[src/rtl/dmem_arbiter.sv]
// dmem_arbiter: round-robin arbiter giving two requesters shared access to a single-port data memory
// Each access takes three cycles (IDLE grant, ACCESS strobe, RESP response); misaligned requests are rejected in IDLE.
module dmem_arbiter #(
  parameter int ADDR_W = 9,
  parameter int DATA_W = 32
) (
  input  logic              clk,
  input  logic              rst_n,
  input  logic              req_0,
  input  logic              we_0,
  input  logic [ADDR_W-1:0] addr_0,
  input  logic [DATA_W-1:0] wdata_0,
  output logic              gnt_0,
  output logic              rvalid_0,
  output logic              err_0,
  output logic [DATA_W-1:0] rdata_0,
  input  logic              req_1,
  input  logic              we_1,
  input  logic [ADDR_W-1:0] addr_1,
  input  logic [DATA_W-1:0] wdata_1,
  output logic              gnt_1,
  output logic              rvalid_1,
  output logic              err_1,
  output logic [DATA_W-1:0] rdata_1,
  output logic              MemRead,
  output logic              MemWrite,
  output logic [ADDR_W-1:0] addr,
  output logic [DATA_W-1:0] write_data,
  input  logic [DATA_W-1:0] read_data
);
  typedef enum logic [1:0] {IDLE, ACCESS, RESP} state_t;
  state_t state_q, state_d;
  logic ptr_q, ptr_d, owner_q, owner_d, ready_q;
  logic mem_read_q, mem_read_d, mem_write_q, mem_write_d;
  logic [ADDR_W-1:0] addr_q, addr_d, sel_addr;
  logic [DATA_W-1:0] wdata_q, wdata_d, sel_wdata;
  logic [DATA_W-1:0] rdata0_q, rdata0_d, rdata1_q, rdata1_d;
  logic sel, sel_we, take, mis, go;
  always_comb begin
    sel = (req_0 & req_1) ? ptr_q : req_1;
    sel_we = sel ? we_1 : we_0;
    sel_addr = sel ? addr_1 : addr_0;
    sel_wdata = sel ? wdata_1 : wdata_0;
    // ready_q holds off grants until the first clock edge after reset release
    take = ready_q & (state_q == IDLE) & (req_0 | req_1);
    mis = take & (sel_addr[1:0] != 2'b00);
    go = take & ~mis;
    state_d = go ? ACCESS : (state_q == ACCESS) ? RESP : IDLE;
    ptr_d = take ? ~sel : ptr_q;
    owner_d = go ? sel : owner_q;
    mem_read_d = go & ~sel_we;
    mem_write_d = go & sel_we;
    addr_d = go ? sel_addr : addr_q;
    wdata_d = go ? sel_wdata : wdata_q;
    rdata0_d = (mem_read_q & ~owner_q) ? read_data : rdata0_q;
    rdata1_d = (mem_read_q & owner_q) ? read_data : rdata1_q;
  end
  always_ff @(posedge clk or negedge rst_n) begin
    if (!rst_n) begin
      state_q <= IDLE;
      ptr_q <= 1'b0;
      owner_q <= 1'b0;
      ready_q <= 1'b0;
      mem_read_q <= 1'b0;
      mem_write_q <= 1'b0;
      addr_q <= '0;
      wdata_q <= '0;
      rdata0_q <= '0;
      rdata1_q <= '0;
    end else begin
      state_q <= state_d;
      ptr_q <= ptr_d;
      owner_q <= owner_d;
      ready_q <= 1'b1;
      mem_read_q <= mem_read_d;
      mem_write_q <= mem_write_d;
      addr_q <= addr_d;
      wdata_q <= wdata_d;
      rdata0_q <= rdata0_d;
      rdata1_q <= rdata1_d;
    end
  end
  assign gnt_0 = take & ~sel;
  assign gnt_1 = take & sel;
  assign err_0 = mis & ~sel;
  assign err_1 = mis & sel;
  assign rvalid_0 = (state_q == RESP) & ~owner_q;
  assign rvalid_1 = (state_q == RESP) & owner_q;
  assign rdata_0 = rdata0_q;
  assign rdata_1 = rdata1_q;
  assign MemRead = mem_read_q;
  assign MemWrite = mem_write_q;
  assign addr = addr_q;
  assign write_data = wdata_q;
endmodule

[config.mk]
export PLATFORM = sky130hd
export DESIGN_NAME = dmem_arbiter
export DESIGN_NICKNAME = d
export VERILOG_FILES = /design/src/rtl/dmem_arbiter.sv
export SDC_FILE = /design/constraint.sdc
export NUM_CORES = 1
export LEC_CHECK = 0
export CAP_MARGIN = 5
export CORE_ASPECT_RATIO = 1.5
export CORE_UTILIZATION = 37
export DETAILED_ROUTE_END_ITERATION = 6
export PLACE_DENSITY = 0.75
export REMOVE_ABC_BUFFERS = 1
export SYNTH_ARGS = -nofsm -noshare
export SYNTH_HDL_FRONTEND = slang
export SYNTH_SLANG_ARGS = --single-unit
[constraint.sdc]
create_clock -name clk -period 1.75 [get_ports clk]
set_input_delay 0.35 -clock clk [delete_from_list [all_inputs] [get_ports clk]]
set_output_delay 0.35 -clock clk [all_outputs]
set_load 0.02 [all_outputs]
==> load_flow_metrics.sql <==
INSERT INTO impl_metrics (metric_group, metric, value, unit) VALUES
('global_route', 'grt_start_max_net_pins', '57', ''),
('clocking', 'htreeDepth', '3', ''),
('setup_path', 'worst_r2r_path_depth', '7', ''),
('logic_synthesis', 'netlist_instances', '303', ''),
('logic_synthesis', 'yosysUniqueCellTypes', '27', ''),
('timing', 'final_setup_violation_count', '23', ''),
('floorplanning', 'initial_utilization', '0.380', ''),
('setup_path', 'critical_path.cell_chain', 'nor2_2, o211ai_2, buf_4, a21oi_4, buf_6, buf_12, mux2_2', ''),
('placed_design', 'dpl_worst_slack', '-0.617', 'ns'),
('setup_path', 'crit_path_end', 'addr[4]', ''),
('global_route', 'first_global_vias', '3906', ''),
('placed_design', 'place_congestion', '0.832', ''),
('logic_synthesis', 'synthFlopType', 'dfrtp_1', ''),
('finish', 'drive_above_1_share', '0.353', ''),
('finish', 'diode_insertion_count_for_antenna_repair', '0', ''),
('pwr', 'power.ir.vdd_worst', '0.615', 'mV'),
('timing', 'report.final.hold_viol_count', '1', ''),
('logic_synthesis', 'flop_and_latch_count_out_of_synthesis', '112', ''),
('setup_path', 'worstPathMaxFanout', '9', ''),
('drt', 'route.final.wire_length', '12600', 'µm'),
('timing', 'final_cycle_share', '1.01', ''),
('global_route', 'antenna_found_initial', '0', ''),
('timing', 'final_worst_setup_slack', '-0.0165', 'ns'),
('clocking', 'ctsHoldBuffers', '0', ''),
('pwr', 'p_leak', '3.42', 'nW'),
('floorplanning', 'io-pin-count', '233', ''),
('timing', 'slew_viol_final', '0', ''),
('setup_path', 'rrSetupSlack', '-0.02', 'ns'),
('logic_synthesis', 'post_synth_top_cells', '130 x mux2_2, 112 x dfrtp_1, 10 x mux2_4', ''),
('setup_path', 'crit_path_launch_type', 'register', ''),
('clocking', 'clk-insertion-delay-late', '0.34', 'ns'),
('placed_design', 'dp.final_hpwl', '8780', 'µm'),
('drt', 'avgViaCountPerCell', '4.94', ''),
('outcome', 'run_status', 'finished, violations left', ''),
('finish', 'area.growth.synth_to_final', '66.4', '%'),
('logic_synthesis', 'netlist_top_cells_area', 'dfrtp_1 59%, mux2_2 31%, mux2_4 3.2%, buf_6 0.95%, nor2b_1 0.53%', ''),
('logic_synthesis', 'syn_area', '4750', 'µm²'),
('logic_synthesis', 'postSynth.asyncResetShare', '1.00', ''),
('clocking', 'tritoncts.num_buffers', '9', ''),
('global_route', 'grt_pass1_wl', '18800', 'µm'),
('floorplanning', 'dieWidth', '94.5', 'µm'),
('setup_path', 'crit-reg2reg-capture', 'addr[4]', ''),
('timing', 'maxClockFrequency', '0.566', 'GHz'),
('setup_path', 'worstSetupStartpoint', 'state_q[0]', ''),
('logic_synthesis', 'yosysMostFrequentCell', 'mux2_2', ''),
('global_route', 'grt_use_total', '0.184', ''),
('drt', 'drt_antenna_net_count', '0', ''),
('placed_design', 'placed_cells_incl_taps', '695', ''),
('outcome', 'failed_checks', 'negative hold slack, negative setup slack', ''),
('timing', 'worst_hold_slack_across_all_endpoints', '-0.00270', 'ns'),
('logic_synthesis', 'synth_top_area_frac', '0.590', ''),
('finish', 'final_net_count', '678', ''),
('finish', 'final_cell_count_no_fill', '719', ''),
('clocking', 'tritoncts', 'done', ''),
('setup_path', 'endpoint_kind', 'register', ''),
('setup_path', 'kind_of_cell_adding_the_most_delay_to_the_critical_path', 'buffers and inverters', ''),
('job', 'max_cap_violations', '0', ''),
('drt', 'vias', '3552', ''),
('clocking', 'cts.reportedPaths.clkPinSlew', '0.08', 'ns'),
('drt', 'drtIter0Drc', '62', ''),
('global_route', 'gr-total-overflow', '0', ''),
('logic_synthesis', 'ys_warn_count', '0', ''),
('logic_synthesis', 'synth-edff-count', '0', ''),
('setup_path', 'required', '1.99', 'ns'),
('setup_path', 'path_depth', '7', ''),
('setup_path', 'cpMaxStageDelayCell', 'dfrtp_1', ''),
('logic_synthesis', 'register_area_share_after_synthesis', '0.590', ''),
('timing', 'finClkSkew', '0.00926', 'ns'),
('placed_design', 'place.port_buffers', '232', ''),
('drt', 'detail_route.wl_per_cell', '17.5', 'µm'),
('timing', 'rsz0062_at_grt', 'yes', '');
state kept, by name, summed over array words and instances (netlist names):
signal      cells
MemRead         1
addr            9
MemWrite        1
ready_q         1
owner_q         1
state_q         2
rdata_0        32
rdata_1        32
write_data     32
ptr_q           1
metrics by stage:
stage                     hold WS [ns]  utilization  setup TNS (ns)  total power, mW  area, µm²
after global routing            0.0176        0.631           -2.61             10.2       7900
after floorplan                 0.0544            -          -41.20             5.50       4650
after global placement           0.379        0.591          -20.21             7.53       7390
after CTS                      0.00796        0.622          -0.611             9.73       7780
final                         -0.00270        0.631          -0.176             9.74       7900
after detailed placement         0.382        0.591          -22.32             7.65       7390
where the power goes:
group / internal, mW / total, mW / switching [mW]
clock network: 1.01 / 2.02 / 1.01
logic: 2.28 / 4.00 / 1.72
registers: 3.32 / 3.71 / 0.396
total: 6.61 / 9.74 / 3.13
logic make-up (layout without fill, tap and decap cells):
group                  after synthesis  count (layout)  share of synthesized area
buffers and inverters               17             277                     0.0216
other                                1               1                   0.000790
AOI/OAI and AO/OA                    8               8                     0.0142
DFF                                112             112                      0.590
muxes                              142             142                      0.345
and+or+nand+nor                     23              23                     0.0285
worst min-delay path by stage:
| stage | from | to | slack (ns) | cells past startpoint |
|---|---|---|---|---|
| floorplan | rst_n | MemRead | 0.05 | 0 |
| global placement | rst_n | rdata_0[12] | 0.38 | 2 |
| detailed placement | rst_n | rdata_1[12] | 0.38 | 2 |
| CTS | rst_n | rdata_1[12] | 0.008 | 2 |
| global route | rst_n | rdata_1[12] | 0.02 | 2 |
| finish | rst_n | rdata_1[12] | -0.003 | 2 |
layout make-up:
| class | instances | area [µm²] |
|---|---|---|
| clock buffers | 9 | 225 |
| clock inverters | 7 | 70.1 |
| fillers | 990 | 4610 |
| inverters | 2 | 7.51 |
| multi-input cells | 174 | 1930 |
| flip-flops and latches | 112 | 2800 |
| well taps | 156 | 195 |
| repair buffers | 259 | 2670 |
routing by layer:
| metal | track usage | vias to the layer above | wire length, µm |
|---|---|---|---|
| li1 | - | 1589 | - |
| met1 | 0.194 | 1764 | 4580 |
| met2 | 0.333 | 171 | 6790 |
| met3 | 0.0480 | 28 | 875 |
| met4 | 0.0853 | 0 | 372 |
| met5 | 0 | - | 0 |
repair_timing:
| item | in CTS | in global routing |
|---|---|---|
| pin swaps | 3 | 2 |
| cloned | 2 | 3 |
| setup buffers | 2 | 1 |
| hold endpoints to repair | 0 | 0 |
| setup endpoints to repair | 45 | 45 |
| resized for setup | 40 | 20 |
placed cells by master, fill, tap and decap left out, types with 2 or more instances in the layout:
| cell type | Yosys | routed |
|---|---|---|
| a21oi_1 | 3 | 3 |
| buf_12 | 0 | 5 |
| inv_6 | 0 | 3 |
| inv_8 | 0 | 2 |
| nand3_1 | 3 | 3 |
| nor3_1 | 3 | 2 |
| nor2b_1 | 4 | 3 |
| nor2_2 | 0 | 2 |
| buf_4 | 1 | 17 |
| clkdlybuf4s50_1 | 0 | 223 |
| buf_16 | 0 | 3 |
| mux2_2 | 130 | 111 |
| buf_2 | 4 | 3 |
| nor3b_1 | 2 | 2 |
| inv_1 | 2 | 2 |
| buf_6 | 4 | 2 |
| dfrtp_1 | 112 | 112 |
| nand3b_1 | 2 | 2 |
| clkbuf_16 | 0 | 11 |
| nor2_1 | 5 | 3 |
| mux2_1 | 2 | 2 |
| mux2_4 | 10 | 29 |
| dlygate4sd2_1 | 0 | 2 |
Note: power is estimated with default switching activity, not from simulation.
